`config.mk`:
```
export PLATFORM = sky130hd
export DESIGN_NAME = comunicaciones_rx
export DESIGN_NICKNAME = d
export VERILOG_FILES = /design/src/rtl/comunicaciones_pkg.sv /design/src/rtl/comunicaciones_rx_uart_rx.sv /design/src/rtl/comunicaciones_rx.sv
export SDC_FILE = /design/constraint.sdc
export NUM_CORES = 1
export LEC_CHECK = 0
export ABC_AREA = 1
export CORE_UTILIZATION = 36
export CTS_BUF_LIST = sky130_fd_sc_hd__clkbuf_16
export DETAILED_ROUTE_END_ITERATION = 7
export SETUP_SLACK_MARGIN = 0.02
export SYNTH_ARGS = -nofsm -noshare
export SYNTH_HDL_FRONTEND = slang
export SYNTH_HIERARCHICAL = 1
export SYNTH_SLANG_ARGS = --single-unit
```
`constraint.sdc`:
```
create_clock -name clk -period 3 [get_ports clk]
set_clock_uncertainty 0.1 [all_clocks]
set_input_delay 0.45 -clock clk [delete_from_list [all_inputs] [get_ports clk]]
set_output_delay 0.45 -clock clk [all_outputs]
set_load 0.05 [all_outputs]
```
`src/rtl/comunicaciones_pkg.sv`:
```
// ============================================================================
// comunicaciones_pkg : constants and types shared by the modem UART blocks
// Revision: 1.0
// ============================================================================
`default_nettype none

package comunicaciones_pkg;

  // Clocks per bit at 50 MHz; the AT-command sender uses the same table.
  localparam int B115200 = 434;
  localparam int B57600  = 868;
  localparam int B38400  = 1302;
  localparam int B19200  = 2604;
  localparam int B9600   = 5208;
  localparam int B4800   = 10417;
  localparam int B2400   = 20833;
  localparam int B1200   = 41667;
  localparam int B600    = 83333;
  localparam int B300    = 166667;

  localparam logic [2:0] RESP_NONE     = 3'd0;
  localparam logic [2:0] RESP_OK       = 3'd1;
  localparam logic [2:0] RESP_ERROR    = 3'd2;
  localparam logic [2:0] RESP_PROMPT   = 3'd3;
  localparam logic [2:0] RESP_RING     = 3'd4;
  localparam logic [2:0] RESP_OTHER    = 3'd5;
  localparam logic [2:0] RESP_OVERFLOW = 3'd6;

  localparam logic [7:0] CR     = 8'h0D;
  localparam logic [7:0] LF     = 8'h0A;
  localparam logic [7:0] PROMPT = 8'h3E;

  typedef enum logic [1:0] {
    U_IDLE  = 2'd0,
    U_START = 2'd1,
    U_DATA  = 2'd2,
    U_STOP  = 2'd3
  } uart_state_t;

  typedef enum logic [1:0] {
    P_IDLE   = 2'd0,
    P_RECV   = 2'd1,
    P_MATCH  = 2'd2,
    P_REPORT = 2'd3
  } parse_state_t;

endpackage

`default_nettype wire

```
`src/rtl/comunicaciones_rx_uart_rx.sv`:
```
// ============================================================================
// uart_rx : 8N1 deserialiser with mid-bit sampling and stop-bit check
// Revision: 1.0
// ============================================================================
`default_nettype none

module uart_rx
  import comunicaciones_pkg::*;
#(
  parameter int BAUD = B115200
) (
  input  logic       clk,
  input  logic       rstn,
  input  logic       rx,
  output logic [7:0] data,
  output logic       valid,
  output logic       frame_err
);

  localparam int CNT_W = $clog2(BAUD);
  localparam logic [CNT_W-1:0] FULL_C = CNT_W'(BAUD - 1);
  localparam logic [CNT_W-1:0] HALF_C = CNT_W'(BAUD / 2 - 1);
  localparam logic [CNT_W-1:0] ONE_C  = CNT_W'(1);
  localparam logic [CNT_W-1:0] ZERO_C = '0;

  uart_state_t      state_q, state_d;
  logic             meta_q, sync_q, prev_q;
  logic [CNT_W-1:0] cnt_q, cnt_d;
  logic [2:0]       bit_q, bit_d;
  logic [7:0]       shift_q, shift_d;
  logic [7:0]       data_q, data_d;
  logic             valid_q, valid_d;
  logic             ferr_q, ferr_d;

  always_ff @(posedge clk) begin
    if (!rstn) begin
      meta_q  <= 1'b1;
      sync_q  <= 1'b1;
      prev_q  <= 1'b1;
      state_q <= U_IDLE;
      cnt_q   <= ZERO_C;
      bit_q   <= 3'd0;
      shift_q <= 8'h00;
      data_q  <= 8'h00;
      valid_q <= 1'b0;
      ferr_q  <= 1'b0;
    end else begin
      meta_q  <= rx;
      sync_q  <= meta_q;
      prev_q  <= sync_q;
      state_q <= state_d;
      cnt_q   <= cnt_d;
      bit_q   <= bit_d;
      shift_q <= shift_d;
      data_q  <= data_d;
      valid_q <= valid_d;
      ferr_q  <= ferr_d;
    end
  end

  always_comb begin
    state_d = state_q;
    cnt_d   = cnt_q;
    bit_d   = bit_q;
    shift_d = shift_q;
    data_d  = data_q;
    ferr_d  = ferr_q;
    valid_d = 1'b0;
    case (state_q)
      U_IDLE: begin
        if (prev_q && !sync_q) begin
          state_d = U_START;
          cnt_d   = HALF_C;
        end
      end
      U_START: begin
        if (cnt_q != ZERO_C) begin
          cnt_d = cnt_q - ONE_C;
        end else if (sync_q) begin
          // Glitch rather than a real start bit.
          state_d = U_IDLE;
        end else begin
          state_d = U_DATA;
          cnt_d   = FULL_C;
          bit_d   = 3'd0;
        end
      end
      U_DATA: begin
        if (cnt_q != ZERO_C) begin
          cnt_d = cnt_q - ONE_C;
        end else begin
          shift_d = {sync_q, shift_q[7:1]};
          cnt_d   = FULL_C;
          bit_d   = bit_q + 3'd1;
          if (bit_q == 3'd7) state_d = U_STOP;
        end
      end
      U_STOP: begin
        if (cnt_q != ZERO_C) begin
          cnt_d = cnt_q - ONE_C;
        end else begin
          valid_d = 1'b1;
          data_d  = shift_q;
          ferr_d  = ~sync_q;
          state_d = U_IDLE;
        end
      end
      default: state_d = U_IDLE;
    endcase
  end

  assign data      = data_q;
  assign valid     = valid_q;
  assign frame_err = ferr_q;

endmodule

`default_nettype wire

```
`src/rtl/comunicaciones_rx.sv`:
```
// ============================================================================
// comunicaciones_rx : modem response receiver, line buffer and classifier
// Revision: 1.0
// ============================================================================
`default_nettype none

module comunicaciones_rx
  import comunicaciones_pkg::*;
#(
  parameter int          BAUD     = B115200,
  parameter int          LINE_MAX = 16,
  parameter logic [27:0] TIMEOUT  = 28'd5_000_000
) (
  input  logic       clk,
  input  logic       rst,
  input  logic       rx,
  output logic [2:0] resp_code,
  output logic       resp_valid,
  input  logic       resp_ack,
  output logic       resp_overrun,
  output logic       line_busy
);

  localparam int LEN_W = $clog2(LINE_MAX + 1);
  localparam int IDX_W = $clog2(LINE_MAX);
  localparam logic [LEN_W-1:0] LEN_MAX_C = LEN_W'(LINE_MAX);
  localparam logic [LEN_W-1:0] LEN_ONE_C = LEN_W'(1);

  logic [7:0] byte_data;
  logic       byte_valid;
  logic       byte_ferr;

  uart_rx #(
    .BAUD(BAUD)
  ) u_uart_rx (
    .clk      (clk),
    .rstn     (rst),
    .rx       (rx),
    .data     (byte_data),
    .valid    (byte_valid),
    .frame_err(byte_ferr)
  );

  parse_state_t     state_q, state_d;
  logic [LEN_W-1:0] len_q, len_d;
  logic             ovf_q, ovf_d;
  logic             bad_q, bad_d;
  logic             pend_q, pend_d;
  logic             ovr_q, ovr_d;
  logic [2:0]       code_q, code_d;
  logic [27:0]      timer_q, timer_d;
  logic [7:0]       line_q [LINE_MAX];
  logic             wr_en;
  logic [IDX_W-1:0] wr_idx;

  always_ff @(posedge clk) begin
    if (!rst) begin
      state_q <= P_IDLE;
      len_q   <= '0;
      ovf_q   <= 1'b0;
      bad_q   <= 1'b0;
      pend_q  <= 1'b0;
      ovr_q   <= 1'b0;
      code_q  <= RESP_NONE;
      timer_q <= 28'd0;
    end else begin
      state_q <= state_d;
      len_q   <= len_d;
      ovf_q   <= ovf_d;
      bad_q   <= bad_d;
      pend_q  <= pend_d;
      ovr_q   <= ovr_d;
      code_q  <= code_d;
      timer_q <= timer_d;
    end
  end

  // Storage needs no reset: only entries below len_q are ever read.
  always_ff @(posedge clk) begin
    if (wr_en) line_q[wr_idx] <= byte_data;
  end

  logic is_ok, is_error, is_ring;
  assign is_ok    = (len_q == LEN_W'(2)) && (line_q[0] == "O") && (line_q[1] == "K");
  assign is_error = (len_q == LEN_W'(5)) && (line_q[0] == "E") && (line_q[1] == "R")
                  && (line_q[2] == "R") && (line_q[3] == "O") && (line_q[4] == "R");
  assign is_ring  = (len_q == LEN_W'(4)) && (line_q[0] == "R") && (line_q[1] == "I")
                  && (line_q[2] == "N") && (line_q[3] == "G");

  always_comb begin
    state_d = state_q;
    len_d   = len_q;
    ovf_d   = ovf_q;
    bad_d   = bad_q;
    pend_d  = pend_q;
    ovr_d   = ovr_q;
    code_d  = code_q;
    wr_en   = 1'b0;
    wr_idx  = len_q[IDX_W-1:0];
    if (byte_valid)              timer_d = TIMEOUT;
    else if (timer_q != 28'd0)   timer_d = timer_q - 28'd1;
    else                         timer_d = 28'd0;

    case (state_q)
      P_IDLE: begin
        if (byte_valid) begin
          if (byte_ferr) begin
            bad_d   = 1'b1;
            state_d = P_RECV;
          end else if (byte_data == PROMPT) begin
            // The modem sends '>' without a trailing LF.
            code_d  = RESP_PROMPT;
            ovr_d   = pend_q;
            pend_d  = 1'b0;
            state_d = P_REPORT;
          end else if (byte_data != CR && byte_data != LF) begin
            wr_en   = 1'b1;
            wr_idx  = '0;
            len_d   = LEN_ONE_C;
            state_d = P_RECV;
          end
        end
      end
      P_RECV: begin
        if (byte_valid) begin
          if (byte_ferr) begin
            bad_d = 1'b1;
          end else if (byte_data == LF) begin
            state_d = P_MATCH;
          end else if (byte_data != CR) begin
            if (len_q < LEN_MAX_C) begin
              wr_en = 1'b1;
              len_d = len_q + LEN_ONE_C;
            end else begin
              ovf_d = 1'b1;
            end
          end
        end else if (timer_q == 28'd0) begin
          len_d   = '0;
          ovf_d   = 1'b0;
          bad_d   = 1'b0;
          state_d = P_IDLE;
        end
      end
      P_MATCH: begin
        if (ovf_q)         code_d = RESP_OVERFLOW;
        else if (bad_q)    code_d = RESP_OTHER;
        else if (is_ok)    code_d = RESP_OK;
        else if (is_error) code_d = RESP_ERROR;
        else if (is_ring)  code_d = RESP_RING;
        else               code_d = RESP_OTHER;
        ovr_d   = pend_q;
        pend_d  = 1'b0;
        state_d = P_REPORT;
      end
      P_REPORT: begin
        if (byte_valid) pend_d = 1'b1;
        if (resp_ack) begin
          code_d  = RESP_NONE;
          ovr_d   = 1'b0;
          len_d   = '0;
          ovf_d   = 1'b0;
          bad_d   = 1'b0;
          state_d = P_IDLE;
        end
      end
      default: state_d = P_IDLE;
    endcase
  end

  assign resp_valid   = (state_q == P_REPORT);
  assign resp_code    = code_q;
  assign resp_overrun = ovr_q;
  assign line_busy    = (state_q == P_RECV);

endmodule

`default_nettype wire

```
==> results.cfg <==
[sta]
slew_headroom = 0.5270
fin_crit_ps = 2715
worst_slew_pin_slew_ps = 707.8
setup_viol = 0
setup_tns_ps = 0
timing_hold_violations_final = 0
finalMaxSlewViolations = 0
whs_ps = 313.4
fmax_ghz = 0.3683
rsz0062_at_grt = false
timing.final.crit_share = 0.9050

[floorplanning]
core_sq_um = 16520
die_w_um = 132.1
die_area_sq_um = 17450
rows = 47
die_height_um = 132.1
ioPinCount = 10
start_util = 0.3687

[logic_synthesis]
synth_compound_area_frac = 0.07291
synth_top_family_by_area = simple AND/OR/NAND/NOR gates
synth_fa_ha_area_frac = 0.02875
synth_seq_cells = 117
synth-simple-area-share = 0.3514
synthTopCellsByCount = 176 x nand2_1, 115 x nor2_1, 96 x inv_1
yosysTopAreaCellShare = 0.2530
synth_nets = 813
synth_edf_count = 40
yosysWarnings = 6
synth-xor-area-share = 0.01150
synthMuxAreaShare = 0
synth.most_common_cell = nand2_1
netlist_instances = 795
synth_ff_type = dfxtp_1
synth_area_leaders = dfxtp_1 25%, edfxtp_1 20%, nand2_1 11%, nor2_1 7.1%, inv_1 5.9%
ys_types = 40
synthArstFlopShare = 0
synth_area_sq_um = 6092
synth_largest_area_cell = dfxtp_1
yosysSeqAreaShare = 0.4502
avgSynthCellArea_sq_um = 7.663

[clocking]
clock_latency_ps = 420
cts_sinks = 117
clk_root_buffer_cell = clkbuf_16
path_clk_slew_ps = 60
hold_buffers = 0
cts_buffer_depth = 2
cts_tree = done
cts_inserted_buffers = 17
ctsResizeCount = 0
cts_max_level = 4
cts_setup_buffers = 0

[worst_hold_path]
holdCritStartpoint = u_uart_rx/meta_q
holdPathEnd = u_uart_rx/sync_q
min_path_type = reg2reg
min_path_cells = 1

[power_and_ir_drop]
leakage_uw = 0.002914
peakVddDrop_mv = 0.4595
powerDensity_nw_per_um2 = 978.3

[global_route]
antenna_found_initial = 0
grt_pass1_vias = 4604
grt_max_degree = 24
grt_overflow = 0
grt_pass1_wl_um = 21860
grt_usage = 0.1565

[critical_path]
path_class = reg2out
critPathArrivalTime_ps = 2170
reg2reg_depth = 12
r2r-start = u_uart_rx/data[0]
end_kind = output pin
start_kind = register
required_ps = 2450
worstReg2RegEnd = line_q[0][3]
ff2ff_setup_slack_ps = 730
path_max_fanout = 14

[routing]
first_pass_iters = 5
num_vias = 4952
antenna_left = 0
drc = 0
routed_via_density = 4.707
dr.first_iter.drc_count = 450
detail_route.wirelength_um = 12530
wl_per_cell_um = 11.91

[placed_design]
dp_hpwl_um = 9065
place_congestion = 0.8630
portBuffers = 9

[final_layout]
areaGrowthSynthToFinish_pct = 14.79
nNetsFinal = 837
drive_gt1_frac = 0.1286
nFillCells = 1653
antenna_cells = 0

[status]
outcome = complete, no violations

[flow_run]
maxCapViolCount = 0
[worst max path at each step]
stage                           start           end  slack (ps)  cells after the start
floorplan           u_uart_rx/data[0]  line_q[4][0]         740                     10
global placement                  rst   timer_q[23]         670                      6
detailed placement                rst   timer_q[23]         640                      6
CTS                        state_q[0]     line_busy         250                      3
global route               state_q[0]     line_busy         150                      3
finish                     state_q[0]     line_busy         280                      3
[layer usage]
| metal | track usage | share of wire |
|---|---|---|
| met5 | 0 | 0 |
| met2 | 0.2384 | 0.44 |
| met4 | 0.06977 | 0.020 |
| met3 | 0.03114 | 0.036 |
| met1 | 0.2144 | 0.50 |
[power breakdown]
group          switching, uW  total (uW)  internal [uW]
sequential               273        2160           1890
combinational           1800        2750            952
clock                    779        1930           1150
[final cells by class]
type                            instances  area (sq um)  area share
Inverter                              113         431.7     0.06173
Multi-Input combinational cell        554          2830      0.4047
Tap cell                              220         275.3     0.03936
Clock buffer                           17         425.4     0.06083
Timing Repair Buffer                   16         142.6     0.02040
Clock inverter                         15         145.1     0.02076
Sequential cell                       117          2743      0.3922
[logic make-up after synthesis]
family | after synthesis
fa+ha+maj | 14
buf+inv | 124
flops | 117
simple gates | 447
compound gates | 85
xor+xnor | 8
[placed cells by master, fill, tap and decap left out, types with 8 or more instances in the layout]
master,n
a21oi_1,51
clkbuf_16,17
clkdlybuf4s50_1,9
dfxtp_1,77
edfxtp_1,40
ha_1,14
inv_1,96
inv_2,12
nand2_1,176
nand2_2,12
nand3_1,56
nand4_1,19
nor2_1,115
nor2_2,13
nor2_4,13
nor3_1,17
o21ai_0,20
xor2_1,8
[critical path: stages (launching register included)]
cell and delay, ps:
dfxtp_1 660, nand2_4 140, inv_2 130, clkdlybuf4s50_1 810
[through the flow]
stage / worst slack, ps / power [uW] / cell area (sq um) / cells / utilization
5_1_grt: 150.1 / 7391 / 6993 / 1052 / 0.4232
2_1_floorplan: 740.3 / 4541 / 6092 / 795 / -
3_5_place_dp: 643.6 / 4935 / 6422 / 1020 / 0.3887
6_report: 284.9 / 6841 / 6993 / 1052 / 0.4232
4_1_cts: 253.6 / 6901 / 6993 / 1052 / 0.4232
3_3_place_gp: 668.7 / 4917 / 6422 / 1020 / 0.3887
[state kept, by name, indices dropped and copies added, names as in the netlist, 2 cells and up, named ones only]
| signal | flops |
|---|---|
| timer_q | 28 |
| u_uart_rx/cnt_q | 9 |
| u_uart_rx/bit_q | 3 |
| state_q | 2 |
| resp_code | 3 |
| line_q | 40 |
| len_q | 5 |
| u_uart_rx/shift_q | 8 |
| u_uart_rx/data | 8 |
No activity file was read; power rests on OpenSTA's default activity.
